### config.mk
export PLATFORM = sky130hd
export DESIGN_NAME = reg_fifo_upsizer
export DESIGN_NICKNAME = d
export VERILOG_FILES = /design/src/rtl/reg_fifo_upsizer.sv
export SDC_FILE = /design/constraint.sdc
export NUM_CORES = 1
export LEC_CHECK = 0
export ABC_CLOCK_PERIOD_IN_PS = 3600
export BUFFER_PORTS_ARGS = -buffer_cell sky130_fd_sc_hd__buf_4
export CAP_MARGIN = 30
export CORE_AREA = 2 2 96 98
export CTS_CLUSTER_DIAMETER = 100
export DETAILED_ROUTE_END_ITERATION = 16
export DIE_AREA = 0 0 98 100
export GPL_ROUTABILITY_DRIVEN = 0
export PLACE_DENSITY = 0.66
export SLEW_MARGIN = 20
export SYNTH_ARGS = -nofsm -noshare
export SYNTH_HDL_FRONTEND = slang
export SYNTH_SLANG_ARGS = --single-unit
### constraint.sdc
create_clock -name clk -period 3.6 [get_ports clk]
set_clock_uncertainty 0.1 [all_clocks]
set_input_delay 0.9 -clock clk [delete_from_list [all_inputs] [get_ports clk]]
set_output_delay 0.9 -clock clk [all_outputs]
set_load 0.05 [all_outputs]
### src/rtl/reg_fifo_upsizer.sv
// Width upsizer: packs RATIO narrow valid/ready beats into one wide word, lane 0 first.
// A beat flagged in_last closes the word early; unused lanes are zero with keep bits cleared.
module reg_fifo_upsizer #(
    parameter int IN_WIDTH = 8,
    parameter int RATIO    = 4
) (
    input  logic                      clk,
    input  logic                      rst,
    input  logic                      clear,
    input  logic [IN_WIDTH-1:0]       in_data,
    input  logic                      in_valid,
    input  logic                      in_last,
    output logic                      in_ready,
    output logic [IN_WIDTH*RATIO-1:0] out_data,
    output logic [RATIO-1:0]          out_keep,
    output logic                      out_last,
    output logic                      out_valid,
    input  logic                      out_ready
);

    localparam int LB_RATIO = $clog2(RATIO);
    localparam int OW       = IN_WIDTH * RATIO;
    localparam logic [LB_RATIO-1:0] LAST_LANE = LB_RATIO'(RATIO - 1);

    logic [OW-1:0]       acc_q, acc_d;
    logic [RATIO-1:0]    keep_q, keep_d;
    logic [LB_RATIO-1:0] lane_q, lane_d;
    logic                done_q, done_d;
    logic [OW-1:0]       out_data_q, out_data_d;
    logic [RATIO-1:0]    out_keep_q, out_keep_d;
    logic                out_last_q, out_last_d;
    logic                out_valid_q, out_valid_d;

    logic [OW-1:0]       acc_wr_s;
    logic [RATIO-1:0]    keep_wr_s;
    logic                out_free_s;
    logic                in_fire_s;
    logic                closing_s;

    assign out_free_s = ~out_valid_q | out_ready;
    assign in_ready   = ~done_q & ((lane_q != LAST_LANE) | out_free_s);
    assign in_fire_s  = in_valid & in_ready;
    assign closing_s  = (lane_q == LAST_LANE) | in_last;

    assign out_data  = out_data_q;
    assign out_keep  = out_keep_q;
    assign out_last  = out_last_q;
    assign out_valid = out_valid_q;

    // Accumulator image with the incoming beat merged into the current lane.
    always_comb begin
        acc_wr_s  = acc_q;
        keep_wr_s = keep_q;
        for (int k = 0; k < RATIO; k++) begin
            if (lane_q == LB_RATIO'(k)) begin
                acc_wr_s[k*IN_WIDTH +: IN_WIDTH] = in_data;
                keep_wr_s[k]                     = 1'b1;
            end else begin
                acc_wr_s[k*IN_WIDTH +: IN_WIDTH] = acc_q[k*IN_WIDTH +: IN_WIDTH];
                keep_wr_s[k]                     = keep_q[k];
            end
        end
    end

    // Next-state: a held early-closed word drains before any new beat is taken.
    always_comb begin
        acc_d       = acc_q;
        keep_d      = keep_q;
        lane_d      = lane_q;
        done_d      = done_q;
        out_data_d  = out_data_q;
        out_keep_d  = out_keep_q;
        out_last_d  = out_last_q;
        out_valid_d = out_valid_q;

        if (out_valid_q && out_ready) begin
            out_valid_d = 1'b0;
        end else begin
            out_valid_d = out_valid_q;
        end

        if (clear) begin
            acc_d       = {OW{1'b0}};
            keep_d      = {RATIO{1'b0}};
            lane_d      = {LB_RATIO{1'b0}};
            done_d      = 1'b0;
            out_data_d  = {OW{1'b0}};
            out_keep_d  = {RATIO{1'b0}};
            out_last_d  = 1'b0;
            out_valid_d = 1'b0;
        end else if (done_q && out_free_s) begin
            // done_q is only ever set by an in_last beat, so the word is always last
            out_data_d  = acc_q;
            out_keep_d  = keep_q;
            out_last_d  = 1'b1;
            out_valid_d = 1'b1;
            acc_d       = {OW{1'b0}};
            keep_d      = {RATIO{1'b0}};
            lane_d      = {LB_RATIO{1'b0}};
            done_d      = 1'b0;
        end else if (in_fire_s) begin
            if (closing_s && out_free_s) begin
                out_data_d  = acc_wr_s;
                out_keep_d  = keep_wr_s;
                out_last_d  = in_last;
                out_valid_d = 1'b1;
                acc_d       = {OW{1'b0}};
                keep_d      = {RATIO{1'b0}};
                lane_d      = {LB_RATIO{1'b0}};
            end else if (closing_s) begin
                acc_d  = acc_wr_s;
                keep_d = keep_wr_s;
                done_d = 1'b1;
            end else begin
                acc_d  = acc_wr_s;
                keep_d = keep_wr_s;
                lane_d = lane_q + LB_RATIO'(1);
            end
        end else begin
            acc_d = acc_q;
        end
    end

    // State registers with asynchronous active-high reset.
    always_ff @(posedge clk or posedge rst) begin
        if (rst) begin
            acc_q       <= {OW{1'b0}};
            keep_q      <= {RATIO{1'b0}};
            lane_q      <= {LB_RATIO{1'b0}};
            done_q      <= 1'b0;
            out_data_q  <= {OW{1'b0}};
            out_keep_q  <= {RATIO{1'b0}};
            out_last_q  <= 1'b0;
            out_valid_q <= 1'b0;
        end else begin
            acc_q       <= acc_d;
            keep_q      <= keep_d;
            lane_q      <= lane_d;
            done_q      <= done_d;
            out_data_q  <= out_data_d;
            out_keep_q  <= out_keep_d;
            out_last_q  <= out_last_d;
            out_valid_q <= out_valid_d;
        end
    end

endmodule

==> out/results.txt <==
Outcome: completed
Most common cell after layout, fill and taps aside: dfrtp_1
R2R cell count: 7
H-tree depth: 3
Crit Path Class: in -> out
Net Count, Synth: 287
Clock transition at path regs: 80 ps
Vias in the first global route: 2371
Final Cycle Share: 74.5%
Final worst slack: 917 ps
Core Region: 0.00889 mm²
Fmax: 0.373 GHz
Slew HR: 59.9%
Clock root cell: clkbuf_8
Layout cell share with drive strength beyond 1: 28.3%
DRC errors left: 0
Unrepaired setup endpoints after global routing: no
Footprint of the multi-input gates: 0.00135 mm²
P&R area growth vs syn: 20.0%
Vias per Instance: 5.36
Die Wd: 98 µm
Comb power frac: 12.1%
Psw: 480 µW
Predominant post-synthesis flop cell: dfrtp_1
Gr ovfl total: 0
Initial antenna violation count: 0
Initial DRC count: 96
Min-delay worst type: reg -> reg
Min Hold Slack: 390 ps
Synth cell types: 33
Reg power frac: 50.7%
Avg Inst Size Synth: 12.8 µm²
Cell Int Power: 1290 µW
Static leakage: 0.00191 µW
Final core occ: 46.2%
EDFF count, synth: 0
Ys Warns: 0
Hold Path End: acc_q[25]
Syn Std Cell Area: 0.00342 mm²
Crit path required time: 2600 ps
Most frequent cells in the layout: dfrtp_1 (77), buf_4 (62), mux2i_1 (33)
R2r startpoint: lane_q[1]
Slew @ Worst Pin: 595 ps
Vias: 2321
Clock Power Share: 37.3%
Die area: 0.00980 mm²
Clk sink count: 77
WHS Path Cells: 1
Tmin final: 2680 ps
Fill cells: 804
Std-Cell Rows: 35
Post-place setup slack: 917 ps
Max-slew violation count: 0
ANT cells: 0
Reg2reg end: out_data[7]
Initial Utilization: 38.5%
Detailed placer's ending HPWL: 5200 µm
Clock buffer depth: 2
Pin count of the biggest net entering global routing: 35
Hold Crit Start: acc_q[25]
PwrDens: 431 mW/mm²
Final setup fails: 0
Overall routed net length: 7580 µm
Die Span Y: 100 µm
Final hold violation count: 0
Post-route ant nets: 0
CTS tree: done
Worst EP arrival: 1680 ps
Clk_lat worst skew: 350 ps
All-layer global routing usage: 16.6%
Fin Setup TNS: 0 ps
IO Pins: 53
Crit-path max FO: 7
Seq/Total Area, Yosys: 56.3%
Post-CTS setup buffer count: 0
CTS resizes: 0
Peak supply drop: 216 µV
Register area: 0.00193 mm²
Critical Path End Type: output pin
Input/output buffers: 52
Share of flip-flops with an asynchronous set or reset: 100%
Crit start category: input port
Max Cap Violations: 0
First-pass GRT wire length: 12700 µm
Inserted Clock Buffers: 9
#FFs+latches synth: 77
# hold bufs at CTS: 0
R2r setup slk: 1430 ps
Mapped Cells: 268
Switching share of power: 27.1%
Routed len/inst: 17.5 µm
Post-layout nets: 336
First-pass DRT Iterations: 4
[worst max path at each step]
| stage | from | to | slack, ps | cells after the start |
|---|---|---|---|---|
| 2_1_floorplan | rst | acc_q[0] | 630 | 1 |
| 3_3_place_gp | out_ready | in_ready | 930 | 4 |
| 3_5_place_dp | out_ready | in_ready | 920 | 4 |
| 4_1_cts | out_ready | in_ready | 920 | 4 |
| 5_1_grt | out_ready | in_ready | 880 | 4 |
| 6_report | out_ready | in_ready | 920 | 4 |
[power by group through the flow]
stage | Sequential, µW | Combinational, µW | Clock (µW)
detailed placement | 913 | 216 | 0
CTS | 896 | 217 | 669
global placement | 913 | 214 | 0
floorplan | 950 | 109 | 0
finish | 896 | 214 | 659
global route | 899 | 232 | 704
[logic make-up after synthesis]
kind of cell	Yosys count	share of synthesized area (%)
compound gates	88	22.6
flops	77	56.3
simple gates	34	5.20
mux	33	9.66
buf+inv	31	4.32
fa+ha+maj	5	1.83
[registers in the layout (all words and copies together) (netlist names)]
name / cells
out_valid: 1
out_data: 32
keep_q: 4
done_q: 1
out_keep: 4
lane_q: 2
out_last: 1
acc_q: 32
[cell type report]
class                   instances  share of cell area [%]
well taps                     111                    3.39
clock buffers                  10                    3.35
clock inverters                 6                    1.52
multi-input cells             160                    32.8
repair buffers                 62                    11.3
flip-flops and latches         77                    47.0
inverters                       7                   0.640
[metrics by stage]
| stage | instance area, µm² | power [µW] | instances |
|---|---|---|---|
| after floorplan | 3420 | 1060 | 268 |
| after global placement | 3900 | 1130 | 417 |
| after detailed placement | 3900 | 1130 | 417 |
| after CTS | 4100 | 1780 | 433 |
| after global routing | 4100 | 1840 | 433 |
| final | 4100 | 1770 | 433 |
[routing by layer]
metal | vias up | wire (µm) | part of all wire, % | GRT usage [%]
met5 | - | 0 | 0 | 0
met4 | 0 | 108 | 1.4 | 6.30
met3 | 9 | 249 | 3.3 | 3.69
met2 | 53 | 3270 | 43 | 23.8
met1 | 1159 | 3960 | 52 | 24.6
li1 | 1100 | - | - | -
[critical path: stages]
cell and delay, ps:
buf_4 110, and2b_1 350, a21oi_1 110, buf_4 210
[synth_stat cells, types with 2 or more instances]
master / instances / area, µm²
buf_1: 6 / 22.5
nor3_1: 4 / 20.0
o21ai_0: 2 / 10.0
o2bb2ai_1: 32 / 280
dfrtp_1: 77 / 1930
nor2_2: 2 / 12.5
buf_2: 13 / 65.1
and2_1: 6 / 37.5
nand2b_1: 2 / 12.5
a21oi_1: 5 / 25.0
a31oi_1: 2 / 12.5
a21boi_0: 3 / 22.5
a22o_1: 30 / 263
buf_4: 4 / 30.0
nor2_1: 15 / 56.3
o22ai_2: 4 / 50.1
ha_1: 5 / 62.6
mux2i_1: 33 / 330
inv_1: 7 / 26.3
a211oi_1: 3 / 22.5
Power figures use the tool's default switching activity.
